`src/rtl/uart_tx_buffered.sv`:
```
// Buffered 8N1 UART transmitter: a byte FIFO fed by a start/ready handshake,
// drained by a serializer that emits frames back to back with no idle gap.
module uart_tx_buffered #(
  parameter int unsigned CLK_FREQ   = 50000000,
  parameter int unsigned BAUD       = 115200,
  parameter int unsigned FIFO_DEPTH = 16,
  parameter int unsigned STOP_BITS  = 1
) (
  input  logic                          clk,
  input  logic                          rst_n,
  input  logic                          start,
  input  logic [7:0]                    data_in,
  output logic                          ready,
  output logic                          TX,
  output logic [$clog2(FIFO_DEPTH):0]   fifo_level,
  output logic                          tx_busy,
  output logic                          overflow
);

  localparam int unsigned CLKS_PER_BIT = CLK_FREQ / BAUD;
  localparam int unsigned PTR_W        = $clog2(FIFO_DEPTH);
  localparam int unsigned LVL_W        = PTR_W + 1;
  localparam int unsigned CNT_W        = $clog2(CLKS_PER_BIT);

  typedef enum logic [1:0] {
    IDLE      = 2'd0,
    START_BIT = 2'd1,
    DATA      = 2'd2,
    STOP_BIT  = 2'd3
  } state_e;

  state_e             state_q, state_d;
  logic [CNT_W-1:0]   baud_cnt_q, baud_cnt_d;
  logic [2:0]         bit_idx_q, bit_idx_d;
  logic               stop_cnt_q, stop_cnt_d;
  logic [7:0]         shift_q, shift_d;
  logic [PTR_W-1:0]   wr_ptr_q, wr_ptr_d;
  logic [PTR_W-1:0]   rd_ptr_q, rd_ptr_d;
  logic [LVL_W-1:0]   level_q, level_d;
  logic               ready_q, ready_d;
  logic               tx_q, tx_d;
  logic               busy_q, busy_d;
  logic               overflow_q, overflow_d;
  logic [7:0]         mem_q [FIFO_DEPTH];

  logic               push_c;
  logic               pop_c;
  logic               bit_done_c;
  logic               has_byte_c;

  // Next-state logic for the FIFO bookkeeping and the serializer
  always_comb begin
    state_d    = state_q;
    baud_cnt_d = baud_cnt_q;
    bit_idx_d  = bit_idx_q;
    stop_cnt_d = stop_cnt_q;
    shift_d    = shift_q;
    wr_ptr_d   = wr_ptr_q;
    rd_ptr_d   = rd_ptr_q;
    pop_c      = 1'b0;

    push_c     = start && ready_q;
    has_byte_c = (level_q != '0);
    bit_done_c = (baud_cnt_q == CNT_W'(CLKS_PER_BIT - 1));

    unique case (state_q)
      IDLE: begin
        baud_cnt_d = '0;
        if (has_byte_c) begin
          pop_c   = 1'b1;
          state_d = START_BIT;
        end
      end
      START_BIT: begin
        if (bit_done_c) begin
          baud_cnt_d = '0;
          bit_idx_d  = '0;
          state_d    = DATA;
        end else begin
          baud_cnt_d = baud_cnt_q + CNT_W'(1);
        end
      end
      DATA: begin
        if (bit_done_c) begin
          baud_cnt_d = '0;
          shift_d    = {1'b0, shift_q[7:1]};
          if (bit_idx_q == 3'd7) begin
            stop_cnt_d = 1'b0;
            state_d    = STOP_BIT;
          end else begin
            bit_idx_d = bit_idx_q + 3'd1;
          end
        end else begin
          baud_cnt_d = baud_cnt_q + CNT_W'(1);
        end
      end
      STOP_BIT: begin
        if (bit_done_c) begin
          baud_cnt_d = '0;
          if (stop_cnt_q == 1'(STOP_BITS - 1)) begin
            // Chain straight into the next start bit when more bytes wait
            if (has_byte_c) begin
              pop_c   = 1'b1;
              state_d = START_BIT;
            end else begin
              state_d = IDLE;
            end
          end else begin
            stop_cnt_d = stop_cnt_q + 1'b1;
          end
        end else begin
          baud_cnt_d = baud_cnt_q + CNT_W'(1);
        end
      end
      default: state_d = IDLE;
    endcase

    if (pop_c) begin
      shift_d  = mem_q[rd_ptr_q];
      rd_ptr_d = rd_ptr_q + PTR_W'(1);
    end
    if (push_c) begin
      wr_ptr_d = wr_ptr_q + PTR_W'(1);
    end

    level_d    = level_q + LVL_W'(push_c) - LVL_W'(pop_c);
    ready_d    = (level_d < LVL_W'(FIFO_DEPTH));
    overflow_d = start && !ready_q;
    busy_d     = !((state_q == IDLE) && !has_byte_c);

    // Line value follows the state one cycle later so every bit is a full period
    unique case (state_q)
      START_BIT: tx_d = 1'b0;
      DATA:      tx_d = shift_q[0];
      default:   tx_d = 1'b1;
    endcase
  end

  always_ff @(posedge clk or negedge rst_n) begin
    if (!rst_n) begin
      state_q    <= IDLE;
      baud_cnt_q <= '0;
      bit_idx_q  <= '0;
      stop_cnt_q <= 1'b0;
      shift_q    <= '0;
      wr_ptr_q   <= '0;
      rd_ptr_q   <= '0;
      level_q    <= '0;
      ready_q    <= 1'b0;
      tx_q       <= 1'b1;
      busy_q     <= 1'b0;
      overflow_q <= 1'b0;
    end else begin
      state_q    <= state_d;
      baud_cnt_q <= baud_cnt_d;
      bit_idx_q  <= bit_idx_d;
      stop_cnt_q <= stop_cnt_d;
      shift_q    <= shift_d;
      wr_ptr_q   <= wr_ptr_d;
      rd_ptr_q   <= rd_ptr_d;
      level_q    <= level_d;
      ready_q    <= ready_d;
      tx_q       <= tx_d;
      busy_q     <= busy_d;
      overflow_q <= overflow_d;
    end
  end

  // Byte storage; contents are don't-care until written
  always_ff @(posedge clk) begin
    if (push_c) begin
      mem_q[wr_ptr_q] <= data_in;
    end
  end

  assign ready      = ready_q;
  assign TX         = tx_q;
  assign fifo_level = level_q;
  assign tx_busy    = busy_q;
  assign overflow   = overflow_q;

endmodule

```
`config.mk`:
```
export PLATFORM = sky130hd
export DESIGN_NAME = uart_tx_buffered
export DESIGN_NICKNAME = d
export VERILOG_FILES = /design/src/rtl/uart_tx_buffered.sv
export SDC_FILE = /design/constraint.sdc
export NUM_CORES = 1
export LEC_CHECK = 0
export ABC_CLOCK_PERIOD_IN_PS = 3120
export CAP_MARGIN = 20
export CORE_MARGIN = 4
export CORE_UTILIZATION = 50
export CTS_CLUSTER_SIZE = 8
export DETAILED_ROUTE_END_ITERATION = 6
export PLACE_DENSITY_LB_ADDON = 0.1
export REMOVE_ABC_BUFFERS = 1
export SLEW_MARGIN = 10
export SYNTH_ARGS = -nofsm -noshare
export SYNTH_HDL_FRONTEND = slang
export SYNTH_SLANG_ARGS = --single-unit
```
`constraint.sdc`:
```
create_clock -name clk -period 3.12 [get_ports clk]
set_clock_uncertainty 0.1 [all_clocks]
set_input_delay 0.936 -clock clk [delete_from_list [all_inputs] [get_ports clk]]
set_output_delay 0.936 -clock clk [all_outputs]
set_load 0.02 [all_outputs]
```
==> summary.md, run 1 <==
| Metric | Value |
|---|---|
| Multi-input gate area | 2090 sq um |
| Gr usage total | 17.8% |
| Area growth, synth to finish | 13.6% |
| Vias per cell | 5.52 |
| Starting Density | 50.9% |
| Number of buffers inserted by hold repair at cts | 0 |
| Area of the die | 16100 sq um |
| Final setup violating endpoints | 0 |
| Total count of max-transition violations in the final report | 0 |
| Count of H-tree levels built during CTS | 4 |
| Critical Path Source | fifo_level[2] |
| Endpoint class of the critical path | flip-flop |
| Result of the run | finished clean |
| Max Buffers Root-to-Sink | 2 |
| Number of post-CTS setup repair buffers | 0 |
| Worst Path Class, Setup | reg2reg |
| Pin count of the biggest net entering global routing | 40 |
| Synthesized instance count | 415 |
| Design internal power | 4000 uW |
| Max IR drop VDD | 0.495 mV |
| P_sw | 1340 uW |
| Number of global-route vias before repair | 3710 |
| Slew @ Worst Pin | 0.897 ns |
| Synthesized cell area | 7070 sq um |
| Height of the die | 127 um |
| Share of the synthesized area in the top cell type | 54.4% |
| Required @ worst endpoint | 3.30 ns |
| Avg Synthesized Cell Area | 17.0 sq um |
| Core region area | 13900 sq um |
| Number of ports placed on the die boundary | 20 |
| Primary FF master, synth | edfxtp_1 |
| Final TNS setup | 0 ns |
| Buffers on Ports | 19 |
| Clock share of power | 35.7% |
| Number of nets at the end of the flow | 484 |
| Iteration-0 DRC Markers | 260 |
| Number of antenna violations at the first check in global routing | 0 |
| Antenna violation net count after detailed routing | 0 |
| Pre-CTS setup slack | 0.0988 ns |
| Biggest area contributors in the synthesized netlist | edfxtp_1, dfrtp_1, mux4_2 |
| Detailed placement HPWL | 9030 um |
| Overflow after GRT | 0 |
| Share of final-layout standard cells stronger than drive strength 1 | 16.7% |
| Setup ws final | 0.319 ns |
| Row Count | 43 |
| Min-Delay Path Class | reg2reg |
| Number of distinct library cells after synthesis | 47 |
| Switching Fraction | 25.1% |
| First-pass detailed-route iteration total | 4 |
| Cell Count, Final, Fillers Out | 646 |
| Latest clock arrival within the worst-skew pair | 0.42 ns |
| Startpoint of the worst register-to-register path | fifo_level[2] |
| Number of fill cells | 1086 |
| Cell at the root of the clock tree | clkbuf_16 |
| Clock sinks | 167 |
| Fraction of the cycle the final worst path needs | 89.8% |
| Hold violation total from the final report | 0 |
| Seq pwr share | 50.6% |
| Critical path launch point type | flip-flop |
| Proportion of synthesized chip area in sequential cells | 68.2% |
| Synth warn | 0 |
| Via Count | 3563 |
| Clock tree from TritonCTS | built |
| Global placement routability congestion | 0.801 |
| Remaining routing DRC violations | 0 |
| Part of the power in combinational logic | 13.6% |
| Static leakage power | 0.00279 uW |
| Total power | 5350 uW |
| Critical path fanouts, max | 4 |
| Cts bufs inserted | 17 |
| Power density cells | 666 nW/um^2 |
| Worst-case headroom to the max-slew limit | 40.2% |
| Flip-flop and latch count after synthesis | 167 |
| Async S/R FF share, synth | 23.4% |
| Global-route wire length before repair | 21100 um |
| WL/cell | 20.9 um |
| Number of flops mapped to enable cells by yosys | 128 |
| Number of inserted diodes | 0 |
| Max-Cap Viols | 0 |
| DP Cell Count | 614 |
| Cell type with the largest total area after synthesis | edfxtp_1 |
| Highest clock frequency the design can meet | 357 MHz |
| Minimum clock period after layout | 2.80 ns |
| Die extent in x | 127 um |
| WL final | 13500 um |
| Clock transition at path regs | 0.06 ns |
| Worst endpoint data arrival time | 2.99 ns |
| Hold Crit Start | shift_q[7] |
| Register Area | 4820 sq um |
[Yosys cell counts, drive strengths merged, types with 3 or more instances]
master / n
ha: 19
nand3: 5
o21ai: 6
mux2: 4
nor2b: 7
inv: 14
dfrtp: 38
xor2: 6
and2: 13
edfxtp: 128
and3: 5
a211oi: 9
a21oi: 8
buf: 13
mux4: 20
a22oi: 14
nor2: 19
nand2: 12
nor3b: 3
xnor2: 13
a221o: 7
mux2i: 32
[registers in the layout, summed over array words and instances (netlist names)]
name,cells
TX,1
baud_cnt_q,9
bit_idx_q,3
fifo_level,5
mem_q,128
overflow,1
rd_ptr_q,4
ready,1
shift_q,8
state_q,2
tx_busy,1
wr_ptr_q,4
[cell families (layout without fill, tap and decap cells)]
family,Yosys count,after routing,share of synthesized area (%)
XOR/XNOR,19,19,2.35
adder cells (fa/ha/maj),20,20,3.65
flip-flops,167,167,68.2
AND/OR/NAND/NOR,75,75,6.51
buffers and inverters,28,79,2.30
AO/OA/AOI/OAI,50,50,5.40
multiplexers,56,56,11.6
[power groups by stage]
stage                     combinational, uW  sequential (uW)  clock [uW]
after global placement                  727             2750           0
after floorplan                         395             2780           0
after CTS                               748             2710        1950
after detailed placement                741             2760           0
final                                   730             2710        1910
after global routing                    820             2730        2050
[critical path, stage by stage (launching register included)]
cell	delay, ns
dfrtp_1	0.39
inv_1	0.09
ha_1	0.17
nor4b_4	0.38
nor3b_2	0.12
a21oi_4	0.19
xor2_1	0.17
ha_1	0.19
inv_1	0.06
fa_1	0.40
inv_1	0.07
a21oi_1	0.06
nor2_1	0.08
nor2_1	0.07
xnor2_1	0.14
[through the flow]
step,util (%),hold slack [ns],cell area (sq um)
CTS,57.8,0.403,8030
finish,57.9,0.400,8030
detailed placement,53.9,0.379,7490
global placement,53.9,0.380,7490
floorplan,-,0.354,6960
global route,57.9,0.421,8030
[final cells by class]
cell class,count,area share (%)
clock buffer,19,5.39
timing repair buffer,33,3.77
multi-input combinational,220,26.0
clock inverter,13,1.32
sequential,167,60.0
inverter,14,0.654
tap,180,2.80
[layout by cell type (no fill, tap or decap), drive strengths merged, types with 3 or more instances in the layout]
master,instances
ha,19
o21ai,6
mux2,4
a22oi,14
edfxtp,128
a21oi,8
inv,16
buf,15
mux2i,32
dfrtp,38
nand3,5
clkinvlp,3
clkbuf,19
xnor2,13
nand2,12
mux4,20
and3,5
and2,13
a211oi,9
xor2,6
nor3b,3
nor2b,7
a221o,7
clkinv,7
clkdlybuf4s50,18
nor2,19
[worst paths after layout]
check | to | slack [ns] | cells after the start
setup / recovery | fifo_level[4] | 0.32 | 14
hold / removal | shift_q[7] | 0.40 | 1
setup reg to reg | fifo_level[4] | 0.32 | 14
hold reg to reg | shift_q[7] | 0.40 | 1
max in group asynchronous | rd_ptr_q[1] | 1.76 | 1
min in group asynchronous | baud_cnt_q[0] | 0.54 | 1
[repair_timing]
item                       in CTS  in global routing
hold endpoints to repair        0                  0
gates resized for setup         0                  1
setup endpoints to repair       0                  1
[layer usage]
metal,track usage (%),share of wire [%]
met1,24.6,43
met2,28.2,50
met3,3.83,5.7
met4,6.12,1.1
met5,0,0
Note: power is estimated with default switching activity, not from simulation.
==> inputs of run 2 (changes only) <==
--- a/config.mk
+++ b/config.mk
@@ -6,7 +6,7 @@
 export NUM_CORES = 1
 export LEC_CHECK = 0
 export ABC_CLOCK_PERIOD_IN_PS = 3120
-export CAP_MARGIN = 20
+export CORE_ASPECT_RATIO = 0.8
 export CORE_MARGIN = 4
 export CORE_UTILIZATION = 50
 export CTS_CLUSTER_SIZE = 8
==> run 2 against run 1 <==
Global-route usage grew 1.1 points; combinational power grew 2%; fmax shrank 2.6%; hold slack lost 0.0055 ns; critical endpoint is now ready; wire length grew 3.1%; power grew 2.8%; worst setup slack lost 0.075 ns; clock power grew 7%; final cell count is the same.
==> summary.md, run 2 (synthesis results as in run 1) <==
| Metric | Value |
|---|---|
| Power density cells | 682 nW/um^2 (+2.5%) |
| Worst-case headroom to the max-slew limit | 42.4% (+2.2 points) |
| Die extent in x | 141 um (+11%) |
| Via Count | 3671 (+3.0%) |
| Result of the run | finished clean |
| WL/cell | 21.5 um (+3.1%) |
| Highest clock frequency the design can meet | 348 MHz (-2.6%) |
| Clock sinks | 167 (unchanged) |
| Top routing layer in use | met4 |
| Cell type with the highest occurrence count on the critical path | inv_1 |
| Max-Cap Viols | 0 (unchanged) |
| Biggest registers after layout | mem_q: 128 flops, baud_cnt_q: 9 flops, shift_q: 8 flops |
| Slowest stage cell, crit path | dfrtp_1 |
| Count of H-tree levels built during CTS | 4 (unchanged) |
| Slew @ Worst Pin | 0.864 ns (-0.0332 ns) |
| Min-Delay Path Class | reg2reg |
| Buffers on Ports | 19 (unchanged) |
| Crit-path cells | inv_1 -> ha_1 -> nor3b_2 -> a21oi_4 -> xor2_1 -> ha_1 -> inv_1 -> fa_1 -> inv_1 -> a21oi_1 -> nor2_1 -> nor2_1 -> xor2_1 |
| Final setup violating endpoints | 0 (unchanged) |
| Max Buffers Root-to-Sink | 2 (unchanged) |
| Setup ws final | 0.244 ns (-0.0746 ns) |
| Cts bufs inserted | 17 (unchanged) |
| Met3 wire length | 528 um (-31%) |
| Routed metal-1 wire length | 6500 um (+12%) |
| Critical path fanouts, max | 5 (+1) |
| Latest clock arrival within the worst-skew pair | 0.43 ns (about the same) |
| Length of routed met2 wiring | 6650 um (-1.6%) |
| Number of post-CTS setup repair buffers | 0 (unchanged) |
| Pin count of the biggest net entering global routing | 30 (-25%) |
| Multi-input gate area | 2090 sq um (-0.30%) |
| Number of fill cells | 1038 (-4.4%) |
| Clock tree from TritonCTS | built |
| WL final | 13900 um (+3.1%) |
| Register Area | 4820 sq um (unchanged) |
| Total power | 5500 uW (+2.8%) |
| Minimum clock period after layout | 2.88 ns (+0.0746 ns) |
| Global placement routability congestion | 0.827 (+3.2%) |
| Vias per cell | 5.68 (+3.0%) |
| Max FFs per register | 128 (unchanged) |
| Number of ports placed on the die boundary | 20 (unchanged) |
| P_sw | 1350 uW (about the same) |
| Area of all placed cells without fillers | 8060 sq um (+0.30%) |
| Max IR drop VDD | 0.569 mV (+15%) |
| Most used cells in the layout excluding fill and tap cells | edfxtp_1, dfrtp_1, mux2i_1 |
| Cell at the root of the clock tree | clkbuf_16 |
| Row Count | 38 (-12%) |
| Post-placement cell area | 7490 sq um (unchanged) |
| Share of final-layout standard cells stronger than drive strength 1 | 16.1% (-0.64 points) |
| Static leakage power | 0.00281 uW (+0.80%) |
| Seq pwr share | 49.3% (-1.3 points) |
| Number of global-route vias before repair | 3646 (-1.7%) |
| First-pass detailed-route iteration total | 5 (+1) |
| Height of the die | 114 um (-9.9%) |
| Number of buffers inserted by hold repair at cts | 0 (unchanged) |
| Number of inserted diodes | 0 (unchanged) |
| Worst Path Class, Setup | reg2reg |
| Core region area | 13700 sq um (-1.4%) |
| Remaining routing DRC violations | 0 (unchanged) |
| CP peak stage delay | 0.41 ns (about the same) |
| Resized cells post-CTS | 0 (unchanged) |
| Area of the die | 16100 sq um (about the same) |
| Clock share of power | 37.2% (+1.5 points) |
| Global-route wire length before repair | 21700 um (+2.9%) |
| Hold violation total from the final report | 0 (unchanged) |
| Part of the power in combinational logic | 13.6% (about the same) |
| Design internal power | 4150 uW (+3.7%) |
| Most common cell after layout, fill and taps aside | edfxtp_1 |
| Iteration-0 DRC Markers | 314 (+21%) |
| Switching Fraction | 24.5% (-0.67 points) |
| Detailed placement HPWL | 9310 um (+3.0%) |
| Fraction of the cycle the final worst path needs | 92.2% (+2.4 points) |
| Critical path launch point type | flip-flop |
| Area growth, synth to finish | 14.0% |
| Overflow after GRT | 0 (unchanged) |
| Starting Density | 51.6% (+0.70 points) |
| Clock transition at path regs | 0.06 ns (about the same) |
| Worst endpoint data arrival time | 3.08 ns (+0.09 ns) |
| Number of antenna violations at the first check in global routing | 0 (unchanged) |
| Total count of max-transition violations in the final report | 0 (unchanged) |
| Register bank with the most flops | mem_q |
| Final TNS setup | 0 ns (unchanged) |
| Endpoint class of the critical path | flip-flop |
| Setup repair after global routing missed its margin | no |
| Gr usage total | 18.9% (+1.1 points) |
| Required @ worst endpoint | 3.32 ns (+0.02 ns) |
| Pre-CTS setup slack | 0.0495 ns (-0.0493 ns) |
| Antenna violation net count after detailed routing | 0 (unchanged) |
| Number of nets at the end of the flow | 484 (unchanged) |
==> run 2: cell types whose count changed in the layout (fill, tap and decap cells not counted), sizes merged <==
cell	before	now
bufinv	1	3
clkinvlp	3	1
clkinv	7	9
inv	16	14
==> run 2: final timing paths <==
check	from	to	slack [ns]	cells after the start
setup / recovery	state_q[0]	ready	0.24	13
hold / removal	shift_q[7]	shift_q[7]	0.39	1
setup reg to reg	state_q[0]	ready	0.24	13
hold reg to reg	shift_q[7]	shift_q[7]	0.39	1
max in group asynchronous	rst_n	fifo_level[3]	1.85	2
min in group asynchronous	rst_n	rd_ptr_q[2]	0.43	1
==> run 2: power groups by stage <==
stage | clock network (uW) | logic [uW] | registers [uW]
2_1_floorplan | 0 | 395 | 2780
3_3_place_gp | 0 | 744 | 2750
3_5_place_dp | 0 | 750 | 2760
4_1_cts | 2080 | 760 | 2710
5_1_grt | 2190 | 832 | 2730
6_report | 2040 | 745 | 2710
==> run 2: routing by layer <==
metal / vias up / track usage (%)
li1: 1677 / -
met1: 1894 / 27.1
met2: 81 / 28.7
met3: 19 / 4.01
met4: 0 / 7.55
met5: - / 0
==> run 2: critical path: cells and delay by family, from the launching register on <==
| family | cells | cell delay, ns |
|---|---|---|
| XOR/XNOR | 2 | 0.32 |
| AND/OR/NAND/NOR | 3 | 0.57 |
| adder cells (fa/ha/maj) | 3 | 0.94 |
| buffers and inverters | 3 | 0.23 |
| AO/OA/AOI/OAI | 2 | 0.18 |
| flip-flops | 1 | 0.41 |
==> run 2: layout make-up <==
| type | count | area share (%) |
|---|---|---|
| clock buffers | 19 | 5.37 |
| inverters | 14 | 0.652 |
| flip-flops and latches | 167 | 59.8 |
| multi-input cells | 220 | 25.9 |
| clock inverters | 13 | 1.69 |
| well taps | 180 | 2.80 |
| repair buffers | 33 | 3.76 |
==> run 2: stage by stage <==
| stage | cells | hold slack [ns] | util (%) |
|---|---|---|---|
| after floorplan | 401 | 0.354 | - |
| after global placement | 614 | 0.377 | 54.7 |
| after detailed placement | 614 | 0.377 | 54.7 |
| after CTS | 646 | 0.393 | 58.8 |
| after global routing | 646 | 0.419 | 58.8 |
| final | 646 | 0.395 | 58.8 |
==> inputs of run 3 (changes only) <==
--- a/config.mk
+++ b/config.mk
@@ -7,10 +7,10 @@
 export LEC_CHECK = 0
 export ABC_CLOCK_PERIOD_IN_PS = 3120
 export CORE_ASPECT_RATIO = 0.8
-export CORE_MARGIN = 4
 export CORE_UTILIZATION = 50
 export CTS_CLUSTER_SIZE = 8
 export DETAILED_ROUTE_END_ITERATION = 6
+export DONT_BUFFER_PORTS = 1
 export PLACE_DENSITY_LB_ADDON = 0.1
 export REMOVE_ABC_BUFFERS = 1
 export SLEW_MARGIN = 10
==> run 3 against run 2 <==
Largest power group unchanged; core utilization fell by 1.1 points; fmax down 0.30%; hold slack got worse by 0.29 ns; first-iteration DRC count decreased by 40%; non-clock buffer count fell by 22; global-route usage grew 1.5 points; count of clock-buffer cells in the layout decreased by 2; worst setup slack got worse by 0.0088 ns; final cell count decreased by 3.4%; final area is 1.9% lower; flip-flop and latch count is the same; highest routed layer unchanged; critical path type unchanged.
==> summary.md, run 3 (synthesis results as in run 1) <==
| Metric | Value |
|---|---|
| Result of the run | finished clean |
| Number of inserted diodes | 0 (unchanged) |
| Min-Delay Path Class | in2async |
| Worst-case headroom to the max-slew limit | 49.0% (+6.6 points) |
| Overflow after GRT | 0 (unchanged) |
| Minimum clock period after layout | 2.88 ns (+0.00875 ns) |
| Setup repair after global routing missed its margin | no |
| Utilization after layout | 57.7% (-1.1 points) |
| Max FFs per register | 128 (unchanged) |
| WL final | 13600 um (-2.4%) |
| CP peak stage delay | 0.43 ns (+0.02 ns) |
| Max IR drop VDD | 0.463 mV (-19%) |
| Row Count | 38 (unchanged) |
| Pre-CTS setup slack | 0.246 ns (+0.197 ns) |
| Total power | 5570 uW (+1.3%) |
| Die extent in x | 135 um (-4.3%) |
| Most used cells in the layout excluding fill and tap cells | edfxtp_1, dfrtp_1, mux2i_1 |
| Critical path fanouts, max | 5 (unchanged) |
| Buffers on Ports | 0 (-19) |
| Cell type with the highest occurrence count on the critical path | inv_1 |
| Area growth, synth to finish | 11.8% |
| Cell depth of the worst flop-to-flop path | 13 (unchanged) |
| Core region area | 13700 sq um (unchanged) |
| Share of final-layout standard cells stronger than drive strength 1 | 16.7% (+0.57 points) |
| Max Buffers Root-to-Sink | 2 (unchanged) |
| Static leakage power | 0.00274 uW (-2.5%) |
| Number of global-route vias before repair | 3653 (+0.19%) |
| Number of buffers inserted by hold repair at cts | 0 (unchanged) |
| Vias per cell | 5.67 (-0.17%) |
| WL/cell | 21.8 um (+1.1%) |
| Global-route wire length before repair | 20700 um (-4.5%) |
| Total stage count of the critical path | 13 (unchanged) |
| Biggest registers after layout | mem_q: 128 flops, baud_cnt_q: 9 flops, shift_q: 8 flops |
| Cts bufs inserted | 17 (unchanged) |
| Clock tree from TritonCTS | built |
| Clock sinks | 167 (unchanged) |
| Max-Cap Viols | 0 (unchanged) |
| Setup ws final | 0.236 ns (-0.00875 ns) |
| Slowest stage cell, crit path | nor3b_2 |
| Antenna violation net count after detailed routing | 0 (unchanged) |
| Register bank with the most flops | mem_q |
| Worst Path Class, Setup | reg2reg |
| Hold violation total from the final report | 0 (unchanged) |
| Cell Count, Final, Fillers Out | 624 (-3.4%) |
| Pin count of the biggest net entering global routing | 40 (+33%) |
| Starting Density | 51.6% (unchanged) |
| Register-to-Register Setup Slack | 0.24 ns (about the same) |
| Clock transition at path regs | 0.07 ns (about the same) |
| Detailed placement HPWL | 8710 um (-6.4%) |
| Critical path launch point type | flip-flop |
| Worst endpoint data arrival time | 3.09 ns (about the same) |
| Gr usage total | 20.4% (+1.5 points) |
| Endpoint class of the critical path | flip-flop |
| Cell at the root of the clock tree | clkbuf_16 |
| First-pass detailed-route iteration total | 4 (-1) |
| Final setup violating endpoints | 0 (unchanged) |
| Total count of max-transition violations in the final report | 0 (unchanged) |
| Cell family with the largest share of critical-path delay | adder cells |
| Number of antenna violations at the first check in global routing | 0 (unchanged) |
| Resized cells post-CTS | 0 (unchanged) |
| Highest clock frequency the design can meet | 347 MHz (-0.30%) |
| Iteration-0 DRC Markers | 187 (-40%) |
| Via Count | 3540 (-3.6%) |
| Count of H-tree levels built during CTS | 4 (unchanged) |
| Register Area | 4820 sq um (unchanged) |
| Final TNS setup | 0 ns (unchanged) |
| Remaining routing DRC violations | 0 (unchanged) |
| Latest clock arrival within the worst-skew pair | 0.43 ns (about the same) |
| Height of the die | 108 um (-5.2%) |
| Multi-input gate area | 2090 sq um (unchanged) |
| Crit-path cells | inv_1 -> ha_1 -> nor3b_2 -> a21oi_4 -> xor2_1 -> ha_1 -> inv_1 -> fa_1 -> inv_1 -> a21oi_1 -> nor2_1 -> nor2_1 -> xor2_1 |
| Slew @ Worst Pin | 0.765 ns (-0.0991 ns) |
| Most common cell after layout, fill and taps aside | edfxtp_1 |
| Number of post-CTS setup repair buffers | 0 (unchanged) |
| DP Cell Count | 592 (-3.6%) |
| Number of ports placed on the die boundary | 20 (unchanged) |
| Fraction of the cycle the final worst path needs | 92.5% (+0.28 points) |
| Area of the die | 14600 sq um (-9.3%) |
| Global placement routability congestion | 0.745 (-9.9%) |
| Number of nets at the end of the flow | 462 (-4.5%) |
| Required @ worst endpoint | 3.32 ns (about the same) |
| Number of fill cells | 1061 (+2.2%) |
| Count of buffer and inverter cells on the critical path | 3 (unchanged) |
| Power density cells | 705 nW/um^2 (+3.3%) |
## run 3: cell count changes in the layout (fill, tap and decap cells not counted), sizes merged
cell | previous run | this run
buf | 15 | 11
bufinv | 3 | 5
clkbuf | 19 | 17
clkdlybuf4s50 | 18 | 0
clkinv | 9 | 7
clkinvlp | 1 | 2
inv | 14 | 15
## run 3: per-stage QoR
step	hold slack [ns]	cell area [sq um]
after floorplan	0.354	6960
after global placement	0.375	7270
after detailed placement	0.375	7270
after CTS	0.0826	7900
after global routing	0.0789	7900
final	0.102	7900
## run 3: final timing paths
kind                            start             to
min reg2reg                shift_q[7]     shift_q[7]
min                             rst_n  fifo_level[1]
max                        state_q[0]          ready
max in group asynchronous       rst_n             TX
max reg2reg                state_q[0]          ready
min in group clk           shift_q[7]     shift_q[7]
## run 3: routing by layer
layer	wire length, um	vias up	global-route usage [%]
met5	0	-	0
met4	178	0	8.11
met3	824	14	5.34
met2	6310	83	31.4
met1	6260	1811	27.9
li1	-	1632	-
## run 3: layout make-up
type / count / area share, %
flip-flops and latches: 167 / 61.0
well taps: 180 / 2.85
clock inverters: 15 / 2.63
inverters: 14 / 0.665
repair buffers: 11 / 1.05
multi-input cells: 220 / 26.4
clock buffers: 17 / 5.38
## run 3: report_power, final
part	internal (uW)	total (uW)	leakage, uW	switching [uW]
Clock	1410	2240	0.000303	835
Sequential	2590	2720	0.00163	136
Combinational	253	603	0.000809	350
